**config.mk**
```make
export PLATFORM = sky130hd
export DESIGN_NAME = sync_ram
export DESIGN_NICKNAME = d
export VERILOG_FILES = /design/src/rtl/sync_ram.sv
export SDC_FILE = /design/constraint.sdc
export NUM_CORES = 1
export LEC_CHECK = 0
export ABC_AREA = 1
export BUFFER_PORTS_ARGS = -buffer_cell sky130_fd_sc_hd__buf_4
export CAP_MARGIN = 40
export CORE_UTILIZATION = 40
export CTS_CLUSTER_DIAMETER = 40
export CTS_CLUSTER_SIZE = 40
export DETAILED_ROUTE_END_ITERATION = 16
export PLACE_DENSITY = 0.62
export SYNTH_ARGS = -nofsm -noshare
export SYNTH_HDL_FRONTEND = slang
export SYNTH_SLANG_ARGS = --single-unit
```
**constraint.sdc**
```tcl
create_clock -name clk -period 10.02 [get_ports clk]
set_clock_uncertainty 0.1 [all_clocks]
set_input_delay 2.004 -clock clk [delete_from_list [all_inputs] [get_ports clk]]
set_output_delay 2.004 -clock clk [all_outputs]
set_load 0.02 [all_outputs]
```
**src/rtl/sync_ram.sv**
```systemverilog
// Single-port synchronous RAM with write-first registered read data.
// Every word is held at zero while rst is high; out-of-range addresses read as zero and ignore writes.
module sync_ram #(
   parameter int unsigned N = 8,
   parameter int unsigned M = 32,
   localparam int unsigned AddrSz = $clog2(M)
) (
   input  logic              clk,
   input  logic              rst,
   input  logic [AddrSz-1:0] addr,
   input  logic [N-1:0]      w_data,
   input  logic              w_en,
   output logic [N-1:0]      r_data
);

   logic [N-1:0] mem_q [M];
   logic [N-1:0] mem_d [M];
   logic [N-1:0] r_data_q;
   logic [N-1:0] r_data_d;
   logic         addr_ok_c;

   // Addresses at or beyond M exist only when M is not a power of two.
   assign addr_ok_c = (32'(addr) < 32'(M));

   // Next-state for storage and read register.
   always_comb begin
      mem_d    = mem_q;
      r_data_d = '0;
      if (addr_ok_c) begin
         if (w_en) begin
            mem_d[addr] = w_data;
            r_data_d    = w_data;
         end else begin
            r_data_d    = mem_q[addr];
         end
      end
   end

   always_ff @(posedge clk or posedge rst) begin
      if (rst) begin
         for (int i = 0; i < int'(M); i++) begin
            mem_q[i] <= '0;
         end
         r_data_q <= '0;
      end else begin
         mem_q    <= mem_d;
         r_data_q <= r_data_d;
      end
   end

   assign r_data = r_data_q;

endmodule

```
==> results by group <==
Route
  – DR vias: 10400
  – DRC: 0
  – DR pass1 iterations: 7
  – WL/cell: 17.0 microns
  – Starting DRC count in detailed routing: 827
  – Routed WL: 34600 microns
  – Final ANT Viol Nets: 0
  – Post-DR vias/cell: 5.12

Floorplanning
  – Row count: 63
  – Core Box Area: 0.0300 sq mm
  – Starting density of the core: 0.411
  – Die H: 177 microns
  – Die W: 177 microns
  – Die area: 0.0315 sq mm
  – # IOs: 24

Global route
  – Total grt overflow: 0
  – Vias in the first global route: 10100
  – Initial antenna violation count: 0
  – Pin count of the biggest net entering global routing: 105
  – Total Routing Usage GR: 0.232
  – First-pass GRT wire length: 57000 microns

Min path
  – Worst Hold Depth: 2
  – Min-delay src: mem_q[250]
  – Hold crit path type: reg -> reg
  – Hold EP: mem_q[250]

Critical path
  – Critical Path End Type: register
  – Critical path class: in -> reg
  – CP dominant cell by count: nand2_1
  – R2r setup slk: 8580 ps
  – Worst path slowest cell: clkinv_2
  – CP peak stage delay: 840 ps
  – CP arrival: 4960 ps
  – CP bufs+invs: 4
  – Reg2reg end: r_data[5]
  – Worst Reg-to-Reg Cells: 10
  – CP max FO: 64
  – CP top delay family: buffers and inverters
  – Worst EP required: 10330 ps
  – Worst setup SP type: input port
  – Worst R2R Start: mem_q[77]
  – Crit path cell chain: buf_4 > clkinv_2 > buf_4 > nand2_1 > nand2_1 > nand2_1 > nand2_1 > nand2_1 > nand2_1 > nor2_1 > nand3_1 > nand2_1 > inv_1

Placement
  – Final Wtd Congestion: 0.852
  – PortBufs: 23
  – Post-DP HPWL: 20600 microns
  – Worst slack at placement: 4870 ps

Clock network
  – Clk Latency, worst-skew pair: 520 ps
  – Num CTS Buffers: 39
  – Setup Buffers After CTS: 0
  – Root Driver: clkbuf_16
  – CTS tree: done
  – Longest Clk Path Bufs: 3
  – H-tree Lvls: 2
  – CTS hold repair buffers: 0
  – Clk slew on worst S/H paths: 50 ps
  – Resized cells post-CTS: 0
  – Clk sinks: 264

Synth
  – Ranking of synthesized cells by area: dfrtp_1 54%, nand2_1 26%, o21ai_0 9.0%
  – Top cell type's share of synthesized area: 0.537
  – Avg Inst Size Synth: 7.50 sq um
  – Synth warn: 0
  – Synth unique cells: 22
  – Post-synthesis register bit count: 264
  – Synth Net Count: 1655
  – Syn Inst Count: 1639
  – Mapped Area: 0.0123 sq mm
  – Area leader, netlist: dfrtp_1
  – Register area share after synthesis: 0.537

STA
  – Setup WS post-layout: 5370 ps
  – RSZ-0062 raised after global routing: false
  – Setup Viol. Count Final: 0
  – Setup_tns: 0 ps
  – Final Hold Viols: 0
  – Slew Limit Headroom: 0.420
  – Max frequency: 215 MHz
  – Slew @ Worst Pin: 869 ps
  – Slew Limit Fails: 0
  – Final Cycle Share: 0.464
  – Minimum clock period: 4650 ps

Power
  – PD cells: 230 mW/mm^2
  – Switch share: 0.273
  – P_leak: 7.18 nW
  – Max rail drop VDD: 0.156 mV
  – Cell Int Power: 2.36 mW
  – P_sw: 0.885 mW
  – Clock power share: 0.439
  – Logic gate share of total power: 0.135
  – Sequential power share: 0.425

Job
  – Total of max-cap violations: 0

Outcome
  – Status: finished clean

Cells and area
  – Share of layout cells above drive strength 1: 0.0850
  – Area Overhead vs Synth: 14.7%
  – Number of nets in the layout: 1634
  – Diodes inserted: 0
-- cell usage in the layout, fill, tap and decap left out --
master and count:
clkinv_4 2, nor3_1 6, inv_8 1, buf_6 1, o21ai_1 7, clkbuf_8 7
inv_1 25, nor2_2 3, nor2_4 1, o21ai_0 221, buf_12 1, clkbuf_1 3
nand3_1 41, nor3_2 3, nand2_2 8, nor2_1 47, inv_2 6, nor3_4 1
clkinv_2 8, dfrtp_1 264, nand2_1 860, nor4_4 2, bufinv_16 5, inv_6 1
clkbuf_16 41, a21oi_1 31, buf_16 1, clkinvlp_4 5, buf_4 43, clkinv_1 1
nand4_1 2
-- sequential cells by signal (all words and copies together), names as in the netlist --
signal  cells
mem_q     256
r_data      8
-- metal layers --
| layer | up-vias | wire (microns) | global-route usage | share of wire |
|---|---|---|---|---|
| met5 | - | 0 | 0 | 0 |
| met4 | 0 | 675 | 0.0588 | 0.020 |
| met3 | 54 | 2000 | 0.0392 | 0.058 |
| met2 | 283 | 16100 | 0.370 | 0.46 |
| met1 | 4976 | 15900 | 0.326 | 0.46 |
| li1 | 5124 | - | - | - |
-- worst max-delay path by stage --
stage                endpoint    start  slack [ps]  cells past startpoint
finish              r_data[4]  addr[0]        5370                     13
global route        r_data[2]  addr[0]        5080                     13
CTS                 r_data[2]  addr[0]        5410                     13
detailed placement  r_data[4]  addr[0]        4870                     13
global placement    r_data[4]  addr[0]        4880                     13
floorplan            mem_q[0]      rst         650                      1
-- final cells by class --
class / instances / area, sq um
flip-flops and latches: 264 / 6610
multi-input cells: 1233 / 5120
repair buffers: 46 / 382
inverters: 34 / 136
clock inverters: 20 / 249
fillers: 3018 / 15800
clock buffers: 51 / 1130
well taps: 390 / 488
-- cells in the mapped netlist --
cell and number:
nor2_2 3, buf_1 10, buf_2 26, nand4_1 2, inv_2 6, nor3_2 3, nor2_1 47, clkinv_1 1
nor2_4 1, dfrtp_1 264, nor4_4 2, o21ai_0 221, nor3_4 1, inv_1 27, clkbuf_1 69, nand2_2 8
a21oi_1 31, nand2_1 860, o21ai_1 7, buf_4 3, nor3_1 6, nand3_1 41
-- through the flow --
step / instances / cell area [sq um] / power [mW] / util / hold WS [ps]
after floorplan: 1639 / 12300 / 1.70 / - / 353
after global placement: 1963 / 12700 / 1.82 / 0.423 / 366
after detailed placement: 1967 / 12700 / 1.84 / 0.425 / 373
after CTS: 2038 / 14100 / 3.27 / 0.471 / 385
after global routing: 2038 / 14100 / 3.42 / 0.471 / 394
final: 2038 / 14100 / 3.24 / 0.471 / 380
-- power by group through the flow --
stage / Combinational, mW / Clock [mW] / Sequential, mW
finish: 0.439 / 1.43 / 1.38
global route: 0.517 / 1.50 / 1.40
CTS: 0.444 / 1.45 / 1.38
detailed placement: 0.443 / 0 / 1.39
global placement: 0.428 / 0 / 1.39
floorplan: 0.329 / 0 / 1.37
-- worst min-delay path: stages (launching register included) --
cell     delay, ps
dfrtp_1        330
nand2_1         50
o21ai_0         60
-- cells by family (layout without fill, tap and decap cells) --
group / after synthesis / in the layout / share of synthesized area
compound gates: 259 / 259 / 0.105
simple gates: 974 / 974 / 0.311
buf+inv: 142 / 151 / 0.0469
flops: 264 / 264 / 0.537
Note: power is estimated with default switching activity, not from simulation.
